File: config.mk
export PLATFORM = sky130hd
export DESIGN_NAME = viterbi_traceback
export DESIGN_NICKNAME = d
export VERILOG_FILES = /design/src/rtl/viterbi_pkg.sv /design/src/rtl/survivor_mem.sv /design/src/rtl/viterbi_traceback.sv
export SDC_FILE = /design/constraint.sdc
export NUM_CORES = 1
export LEC_CHECK = 0
export BUFFER_PORTS_ARGS = -buffer_cell sky130_fd_sc_hd__buf_2
export CAP_MARGIN = 20
export CELL_PAD_IN_SITES_DETAIL_PLACEMENT = 1
export CELL_PAD_IN_SITES_GLOBAL_PLACEMENT = 2
export CORE_UTILIZATION = 40
export DETAILED_ROUTE_END_ITERATION = 7
export GPL_TIMING_DRIVEN = 1
export MAX_ROUTING_LAYER = met4
export PLACE_DENSITY = 0.87
export SLEW_MARGIN = 10
export SYNTH_ARGS = -nofsm -noshare
export SYNTH_HDL_FRONTEND = slang
export SYNTH_SLANG_ARGS = --single-unit
File: constraint.sdc
create_clock -name clk -period 3.11 [get_ports clk]
set_clock_uncertainty 0.2 [all_clocks]
set_input_delay 0.4665 -clock clk [delete_from_list [all_inputs] [get_ports clk]]
set_output_delay 0.4665 -clock clk [all_outputs]
set_load 0.005 [all_outputs]
File: src/rtl/viterbi_pkg.sv
// viterbi_pkg: shared trellis helpers (state count, FSM encoding, predecessor and decoded-bit functions).
// No ports; imported by viterbi_traceback and survivor-path logic.
package viterbi_pkg;
    localparam int MAX_K = 7;
    localparam int SW = MAX_K - 1;

    typedef enum logic [1:0] {IDLE, TRACE, FLUSH} trace_state_t;

    function automatic int ns_of(input int k);
        return 1 << (k - 1);
    endfunction

    // Drop the newest bit (MSB), shift up, and insert the stored decision as the oldest bit.
    function automatic logic [SW-1:0] pred_state(input logic [SW-1:0] s, input int k, input logic d);
        return ((s << 1) | SW'(d)) & SW'((1 << (k - 1)) - 1);
    endfunction

    function automatic logic dec_bit(input logic [SW-1:0] s, input int k);
        return s[k-2];
    endfunction
endpackage

File: src/rtl/survivor_mem.sv
// survivor_mem: DEPTH x NS decision store, one write port, one combinational read port.
// Ports: clk; we/waddr/wdata write; raddr -> rdata read.
module survivor_mem #(
    parameter int DEPTH = 32,
    parameter int NS = 4,
    localparam int AW = $clog2(DEPTH)
) (
    input  logic          clk,
    input  logic          we,
    input  logic [AW-1:0] waddr,
    input  logic [NS-1:0] wdata,
    input  logic [AW-1:0] raddr,
    output logic [NS-1:0] rdata
);
    logic [NS-1:0] mem [DEPTH];

    always_ff @(posedge clk)
        if (we) mem[waddr] <= wdata;

    assign rdata = mem[raddr];
endmodule

File: src/rtl/viterbi_traceback.sv
// viterbi_traceback: stores survivor decisions of a frame, then traces back from a given best state
// and emits decoded bits as OUT_W-bit words, newest word first.
// Ports: clk, rst (async, active-low); i_dec_valid/i_dec decision input; i_start/i_best_state
// frame end; o_data/o_valid/i_out_ready word output; o_done, o_busy, o_err, o_ovf status.
module viterbi_traceback import viterbi_pkg::*; #(
    parameter int K = 3,
    parameter int DEPTH = 32,
    parameter int OUT_W = 8,
    localparam int NS = ns_of(K),
    localparam int AW = $clog2(DEPTH),
    localparam int BW = $clog2(OUT_W)
) (
    input  logic             clk,
    input  logic             rst,
    input  logic             i_dec_valid,
    input  logic [NS-1:0]    i_dec,
    input  logic             i_start,
    input  logic [K-2:0]     i_best_state,
    input  logic             i_out_ready,
    output logic [OUT_W-1:0] o_data,
    output logic             o_valid,
    output logic             o_done,
    output logic             o_busy,
    output logic             o_err,
    output logic             o_ovf
);
    trace_state_t state, state_d;
    logic [AW:0] cnt, n_len;
    logic [AW-1:0] ptr;
    logic [K-2:0] cur;
    logic [OUT_W-1:0] acc, acc_n;
    logic [NS-1:0] rd_vec;
    logic wr, start_ok, accept, word_end, step;

    survivor_mem #(.DEPTH(DEPTH), .NS(NS)) u_mem (
        .clk(clk), .we(wr), .waddr(cnt[AW-1:0]), .wdata(i_dec), .raddr(ptr), .rdata(rd_vec)
    );

    assign wr = state == IDLE && i_dec_valid && cnt != (AW+1)'(DEPTH);
    // A vector stored in the start cycle belongs to the frame.
    assign n_len = cnt + (AW+1)'(wr);
    assign start_ok = n_len != '0 && n_len[BW-1:0] == '0;
    assign accept = o_valid && i_out_ready;
    assign word_end = ptr[BW-1:0] == '0;
    // Only a completing word can collide with an unaccepted one.
    assign step = state == TRACE && !(word_end && o_valid && !i_out_ready);
    assign o_busy = state != IDLE;

    always_comb begin
        acc_n = acc;
        acc_n[ptr[BW-1:0]] = dec_bit(SW'(cur), K);
    end

    always_comb begin
        state_d = state;
        state_d = state == IDLE  ? (i_start && start_ok ? TRACE : IDLE)
                : state == TRACE ? (step && ptr == '0 ? FLUSH : TRACE)
                :                  (accept ? IDLE : FLUSH);
    end

    always_ff @(posedge clk or negedge rst)
        if (!rst) state <= IDLE;
        else      state <= state_d;

    always_ff @(posedge clk or negedge rst) begin
        if (!rst) begin
            cnt     <= '0;
            ptr     <= '0;
            cur     <= '0;
            acc     <= '0;
            o_data  <= '0;
            o_valid <= 1'b0;
            o_done  <= 1'b0;
            o_err   <= 1'b0;
            o_ovf   <= 1'b0;
        end else begin
            o_done <= 1'b0;
            o_err  <= 1'b0;
            if (accept) o_valid <= 1'b0;
            case (state)
                IDLE: begin
                    if (wr) cnt <= cnt + (AW+1)'(1);
                    if (i_dec_valid && !wr) o_ovf <= 1'b1;
                    if (i_start && !start_ok) begin
                        o_err <= 1'b1;
                        cnt   <= '0;
                    end else if (i_start) begin
                        cur   <= i_best_state;
                        ptr   <= AW'(n_len - (AW+1)'(1));
                        o_ovf <= 1'b0;
                    end
                end
                TRACE: if (step) begin
                    acc <= acc_n;
                    cur <= (K-1)'(pred_state(SW'(cur), K, rd_vec[cur]));
                    ptr <= ptr - AW'(1);
                    if (word_end) begin
                        o_data  <= acc_n;
                        o_valid <= 1'b1;
                    end
                end
                default: if (accept) begin
                    o_done <= 1'b1;
                    cnt    <= '0;
                end
            endcase
        end
    end
endmodule
==> metrics <==
Die Y 135 um; CTS max path bufs 2; YS warnings 0; hold worst-path end o_ovf$_DFFE_PN0N_; Post-synth EDFFs 128; setup slack on the worst flop-to-flop path 0.11 ns; top-count cell post-synth edfxtp_1; Fin Hold WS 0.148 ns; Unique masters post-synth 64; DP Cell Count 752; I/O pins 24; R2R depth 12; Post-Synthesis Cells 506; Mean Syn Cell Area 14.0 um^2; Setup crit start kind flip-flop; hold wc startpoint i_dec_valid; die area 18300 um^2; post-DP HPWL 11800 um; largest net degree at the start of global routing 35; worst path required time 3.21 ns; Max-slew headroom 47.7%; Yosys top cell by area edfxtp_1; Syn Nets 524; Initial DRT Pass Iterations 5; CP top delay family simple AND/OR/NAND/NOR gates; Max Clock Freq 334 MHz; TritonCTS clock tree built; Seq/Total Area, Yosys 66.3%; first-pass GRT wire length 26500 um; number of remaining DRC errors 0; DRT Wirelength 17600 um; max incr delay on CP 0.40 ns; Critical R2R Capture cnt[5]$_DFFE_PN0P_; Yosys reg bits 162; CP max stage cell or3_4; FP Rows 48; latest clock arrival within the worst-skew pair 0.43 ns; Final Cell Area 8160 um^2; Worst-path clk slew 0.06 ns; max-cap violation count 0; post-synth top area share 54.2%; Overflow after GRT 0; P_leak 3.05 nW; final period utilization 96.4%; die width 135 um; top post-synthesis cells by area edfxtp_1, dfrtp_1, mux2_2, nor2_1, mux2i_1; maximum vdd drop 407 uV; CP Buf/Inv Count 0; synth cell count leaders edfxtp_1, nor2_1, nand2_1, dfrtp_1, o21ai_0; Reg-to-Reg Start cnt[4]$_DFFE_PN0P_; Setup Crit Path Kind flip-flop to flip-flop; vias 4418; Final Slew Violations 0; initial antenna violation count 0; final setup fails 0; area grow syn2layout 15.2%; most used cell along the critical path nor2_2; cells along the critical path or3_4 -> nor2_2 -> nor2_2 -> ha_1 -> ha_2 -> xnor2_2 -> o211ai_1 -> a21o_1 -> a211oi_4 -> nand4b_1 -> xor2_1 -> nor2_1; WHS Path Cells 3; CP max FO 5; Final Util 47.2%; minimum clock period 3.00 ns; post-layout instance count excluding filler cells 785; vias in the first global route 4639; Nets 566; Core Footprint 17300 um^2; dominant synthesized flop cell edfxtp_1; TritonCTS buffer count 17; Slew @ Worst Pin 0.784 ns; placed inst area 7520 um^2; antenna fix cells 0; crit end category flip-flop; FFs w/ async S/R, synth 21.0%; routability cong. 0.827; vias per inst 5.63; Critical Path AT 3.10 ns; root buffer cell clkbuf_16; share of cells above drive strength 1 21.8%; Total GRT Usage 20.8%; Fin. Hold Viols 0; initial DRC count 264; PortBufs 23; outcome complete, no violations; Synth Cell Area 7090 um^2; remaining antenna violation count 0; Tightest Hold Check Type input pin to flip-flop; clock sink count 162; H-tree levels 4; post-route setup TNS 0 ns; Power Density 566 nW/um^2; post-DR wirelength/cell 22.5 um; starting density of the core 41.0%
[area by class of cell]
type                            instances  area [um^2]
Fill cell                            1742         9130
Sequential cell                       162         4700
Multi-Input combinational cell        309         2210
Clock buffer                           19          433
Timing Repair Buffer                   50          345
Tap cell                              225          282
Clock inverter                         12          165
Inverter                                8         30.0
[kinds of logic (layout without fill, tap and decap cells)]
| group | after synthesis | after routing | synth area share [%] |
|---|---|---|---|
| compound gates | 84 | 84 | 8.12 |
| xor+xnor | 9 | 9 | 1.11 |
| fa+ha+maj | 7 | 7 | 1.24 |
| buf+inv | 35 | 89 | 2.91 |
| flops | 162 | 162 | 66.3 |
| mux | 57 | 57 | 10.8 |
| simple gates | 152 | 152 | 9.54 |
[flip-flops by register name, indices dropped and copies added (netlist names)]
signal / flops
cur: 2
o_done: 1
acc: 7
ptr: 5
u_mem.mem: 128
state: 2
cnt: 6
o_data: 8
o_err: 1
o_valid: 1
o_ovf: 1
[per-layer routing]
layer  wire, um  share of wire (%)  vias to the layer above  GRT usage [%]
met5          0                  0                        -              -
met4        268                1.5                        0           6.43
met3       1070                6.0                       30           5.86
met2       8940                 51                      153           33.9
met1       7360                 42                     2240           24.9
li1           -                  -                     1995              -
[tightest hold or removal path: cells and delay by family]
kind	cells	cell delay [ns]
AOI/OAI and AO/OA	1	0.08
buffers and inverters	1	0.09
and+or+nand+nor	1	0.09
[where the power goes]
part | switching, W | internal [W] | total, W | leakage [nW]
clock network | 0.000808 | 0.00133 | 0.00213 | 0.285
logic | 0.0000938 | 0.0000385 | 0.000132 | 1.19
registers | 0.00000436 | 0.00235 | 0.00236 | 1.57
[how the worst max path moves through the flow]
stage,startpoint,end,slack (ns),depth (start not counted)
after floorplan,cnt[2]$_DFFE_PN0P_,cnt[5]$_DFFE_PN0P_,0.12,12
after global placement,cnt[4]$_DFFE_PN0P_,cnt[5]$_DFFE_PN0P_,0.1,12
after detailed placement,cnt[4]$_DFFE_PN0P_,cnt[5]$_DFFE_PN0P_,-0.06,12
after CTS,cnt[4]$_DFFE_PN0P_,ptr[0]$_DFFE_PN0P_,0.04,11
after global routing,cnt[4]$_DFFE_PN0P_,cnt[5]$_DFFE_PN0P_,-0.0009,12
final,cnt[4]$_DFFE_PN0P_,cnt[5]$_DFFE_PN0P_,0.11,12
[per-stage QoR]
| step | total power [W] | setup WS [ns] |
|---|---|---|
| floorplan | 0.00245 | 0.121 |
| global route | 0.00474 | -0.000867 |
| global placement | 0.00252 | 0.100 |
| CTS | 0.00465 | 0.0378 |
| finish | 0.00462 | 0.113 |
| detailed placement | 0.00253 | -0.0639 |
[timing repair]
| item | 4_1_cts | 5_1_grt |
|---|---|---|
| cloned | 0 | 0 |
| hold buffers | 1 | 0 |
| hold endpoints to repair | 34 | 0 |
| setup endpoints to repair | 4 | 13 |
| buffers inserted | 1 | 0 |
| pin swaps | 1 | 3 |
| resized for setup | 3 | 3 |
[cell usage in the layout, fill, tap and decap left out, types with 4 or more instances in the layout]
master	count
nor2b_1	6
bufinv_16	4
inv_1	7
clkbuf_16	17
edfxtp_1	128
nor2_1	69
a21oi_1	12
a31oi_1	5
a221oi_1	8
nand2b_1	5
xor2_1	5
a311oi_1	5
nand2_1	36
o21ai_0	25
buf_4	24
mux4_2	6
buf_2	23
dfrtp_1	33
mux4_1	5
mux2i_1	20
nand3_1	15
mux2_2	24
ha_1	6
(Power assumes the default switching activity.)
